[config.mk]
export PLATFORM = sky130hd
export DESIGN_NAME = decoder_3to8
export DESIGN_NICKNAME = d
export VERILOG_FILES = /design/src/rtl/decoder_3to8.sv
export SDC_FILE = /design/constraint.sdc
export NUM_CORES = 1
export LEC_CHECK = 0
export CORE_AREA = 2 2 39 41
export CTS_CLUSTER_DIAMETER = 30
export DETAILED_ROUTE_END_ITERATION = 7
export DIE_AREA = 0 0 41 43
export MAX_ROUTING_LAYER = met4
export SYNTH_ARGS = -nofsm -noshare
export SYNTH_HDL_FRONTEND = slang
export SYNTH_SLANG_ARGS = --single-unit
[constraint.sdc]
create_clock -name clk -period 1.2 [get_ports clk]
set_input_delay 0.24 -clock clk [delete_from_list [all_inputs] [get_ports clk]]
set_output_delay 0.24 -clock clk [all_outputs]
set_load 0.005 [all_outputs]
[src/rtl/decoder_3to8.sv]
// One-hot LED column decoder: zero-latency combinational out/oor plus 1-cycle registered copies; always ready, no backpressure.
// Optional macro DECODER_SCAN_EN adds a free-running column scan counter selected by scan_mode.
module decoder_3to8 #(
  parameter int N = 8,
  parameter int W = $clog2(N) + 1
) (
  input  logic         clk,
  input  logic         rst,
  input  logic         ena,
  input  logic [W-1:0] in,
`ifdef DECODER_SCAN_EN
  input  logic         scan_mode,
  output logic [W-1:0] scan_idx,
`endif
  output logic [N-1:0] out,
  output logic [N-1:0] out_q,
  output logic         oor,
  output logic         oor_q
);

  if (N < 2 || N > 8) begin : g_bad_n
    $error("decoder_3to8: N=%0d outside legal range 2..8", N);
  end

  logic [W-1:0] idx;

`ifdef DECODER_SCAN_EN
  logic [W-1:0] scan_cnt;

  always_ff @(posedge clk) begin
    if (rst) begin
      scan_cnt <= '0;
    end else if (scan_mode) begin
      scan_cnt <= (scan_cnt == W'(N - 1)) ? '0 : scan_cnt + W'(1);
    end
  end

  assign scan_idx = scan_cnt;
  assign idx      = scan_mode ? scan_cnt : in;
`else
  assign idx = in;
`endif

  // Per-bit AND of an equality keeps synthesis strictly one-hot and lets X propagate in simulation.
  always_comb begin
    out = '0;
    for (int k = 0; k < N; k++) begin
      out[k] = ena & (idx == W'(k));
    end
  end

  // Full-width unsigned compare: in == N is out of range, never wraps to column 0.
  assign oor = ena & (idx >= W'(N));

  always_ff @(posedge clk) begin
    if (rst) begin
      out_q <= '0;
      oor_q <= 1'b0;
    end else begin
      out_q <= out;
      oor_q <= oor;
    end
  end

endmodule

==> impl_metrics.csv <==
group,metric,value,unit
status,status,"complete, but fails checks",
status,violations,"negative setup slack",
clocking,cts-root-buf,"clkbuf_4",
route,vias_per_cell,4.30,
global_routing,antenna_found_initial,0,
power,leakagePower,0.364,nW
timing,hold_viol_final,0,
synth,syn_area,314,µm²
placed_design,hpwlAfterDp,650,µm
route,routed_wl,945,µm
critical_path,cp-end-kind,"primary output",
clocking,cts_buffer_depth,2,
finish,drive_above_1_share,54.5,%
timing,slew_viol_final,0,
power,p_per_area,912,nW/µm²
timing,setup_violations,7,
finish,antenna_cells,0,
synth,ys_warn_count,0,
critical_path,cp_data_arrival_time,0.99,ns
critical_path,cp_max_fo,5,
clocking,hold_buffers,0,
global_routing,grt_max_degree,8,
timing,fin_crit_sh,103,%
placed_design,port_buffers,24,
floorplanning,core_area,1380,µm²
timing,rsz0062_at_grt,"yes",
placed_design,gp_congestion,0.766,
timing,tightest_slew,0.218,ns
clocking,clk_pin_slew,0.06,ns
floorplanning,die_area,1760,µm²
synth,ys_types,12,
critical_path,crit_type,"input pin to primary output",
floorplanning,rows,14,
critical_path,worstPathRequired,0.96,ns
clocking,numCtsBuffers,3,
critical_path,critPathLaunchType,"input pin",
floorplanning,die_h,43,µm
route,wl_per_cell,10.2,µm
finish,nNetsFinal,85,
finish,fin_util,51.5,%
finish,fin_cells,93,
power,power,651,µW
timing,finalCriticalPeriod,1.23,ns
synth,syn_nets,40,
global_routing,grt_pass1_wl,1530,µm
synth,ys_seq_area_share,57.4,%
timing,max_freq,0.812,GHz
floorplanning,initial_core_util,22.7,%
route,drt-initial-drc-count,4,
flow_run,drv_cap,0,
global_routing,gr-total-overflow,0,
route,dr.pass1.iters,4,
finish,syn2layout_area_growth,127,%
global_routing,grt_pass1_vias,380,
global_routing,track_usage,13.7,%
route,ant_nets,0,
power,vdd_ir_drop_max,0.346,mV
synth,avgSynthCellArea,9.52,µm²
route,drc,0,
clocking,cts_tree,"built",
floorplanning,fp.dieW,41,µm
clocking,htree_levels,1,
synth,synthCells,33,
synth,ys_ff_latch,9,
hold_path,hp-class,"input pin to flop",
timing,relSlewSlack,85.3,%
floorplanning,boundaryPins,25,
timing,timing.final.ws_setup,-0.0308,ns
clocking,cts_num_sinks,9,
route,routed-via-count,400,
placed_design,place_inst,85,
==> layout make-up <==
| class | count | area, µm² |
|---|---|---|
| clock buffers | 4 | 26.3 |
| fillers | 145 | 671 |
| multi-input cells | 24 | 176 |
| flip-flops and latches | 9 | 180 |
| well taps | 16 | 20.0 |
| repair buffers | 40 | 310 |
==> power breakdown <==
| group | total, mW | switching [mW] | leakage, nW | internal (mW) |
|---|---|---|---|---|
| logic | 0.117 | 0.0474 | 0.277 | 0.0697 |
| registers | 0.303 | 0.000679 | 0.0728 | 0.303 |
| clock network | 0.230 | 0.102 | 0.0150 | 0.128 |
| total | 0.651 | 0.150 | 0.364 | 0.500 |
==> synthesized netlist by cell type (all sizes together) <==
cell type	instances	share of area, %
dfxtp	9	57
nor2	9	11
nor3	6	11
nand2b	2	4.0
and2	1	2.0
nand2	1	1.2
nand3b	1	2.4
nor2b	1	2.0
nor4	1	2.0
or3b	1	2.8
or4b	1	4.4
==> stage by stage <==
stage / hold WS (ns) / setup TNS (ns) / worst slack (ns) / instance area [µm²]
finish: 0.254 / -0.100 / -0.0308 / 713
floorplan: 0.309 / 0 / 0.125 / 314
CTS: 0.346 / -0.171 / -0.0773 / 703
global route: 0.263 / -0.327 / -0.0649 / 713
global placement: 0.938 / -8.82 / -0.817 / 664
detailed placement: 0.929 / -9.02 / -0.809 / 664
==> placed cells by master (no fill, tap or decap) <==
| master | synthesis | routed |
|---|---|---|
| buf_4 | 0 | 14 |
| nor2_4 | 0 | 2 |
| clkdlybuf4s15_2 | 0 | 1 |
| nor2b_1 | 1 | 1 |
| nor2_1 | 9 | 5 |
| nand3b_1 | 1 | 1 |
| nor3_1 | 5 | 4 |
| nand2_1 | 1 | 1 |
| nand2b_4 | 0 | 2 |
| buf_6 | 0 | 4 |
| clkbuf_4 | 0 | 3 |
| dlygate4sd2_1 | 0 | 9 |
| or4b_4 | 1 | 1 |
| clkbuf_1 | 0 | 1 |
| nor3_2 | 1 | 2 |
| buf_2 | 0 | 10 |
| nor4_1 | 1 | 1 |
| nor2_2 | 0 | 2 |
| or3b_4 | 0 | 1 |
| dfxtp_1 | 9 | 9 |
| and2_1 | 1 | 1 |
| clkdlybuf4s50_1 | 0 | 1 |
| clkdlybuf4s15_1 | 0 | 1 |
==> final timing paths <==
kind              start       end  cells past startpoint
hold / removal    in[0]  out_q[4]                      2
setup / recovery  in[3]    out[6]                      6
==> state kept, by name, summed over array words and instances (netlist names) <==
signal / cells
oor_q: 1
out_q: 8
==> worst max-delay path, cell delays in order <==
cell	delay (ns)
buf_6	0.09
buf_6	0.10
nand3b_1	0.19
buf_6	0.17
nor2_1	0.07
buf_2	0.12
==> logic make-up (layout without fill, tap and decap cells) <==
kind of cell           Yosys count  in the layout  share of synthesized area [%]
buffers and inverters            0             44                              0
flip-flops                       9              9                           57.4
AND/OR/NAND/NOR                 24             24                           42.6
==> what timing repair did <==
action	in CTS	in global routing
pin swaps	10	3
buffers inserted	4	0
endpoints found under the setup margin	24	8
resized for setup	71	5
==> metal layers <==
metal / GRT usage [%] / wire length [µm]
met3: 3.14 / 75
met4: 10.0 / 0
met5: - / 0
met1: 14.3 / 362
met2: 21.3 / 507
Power figures use the tool's default switching activity.
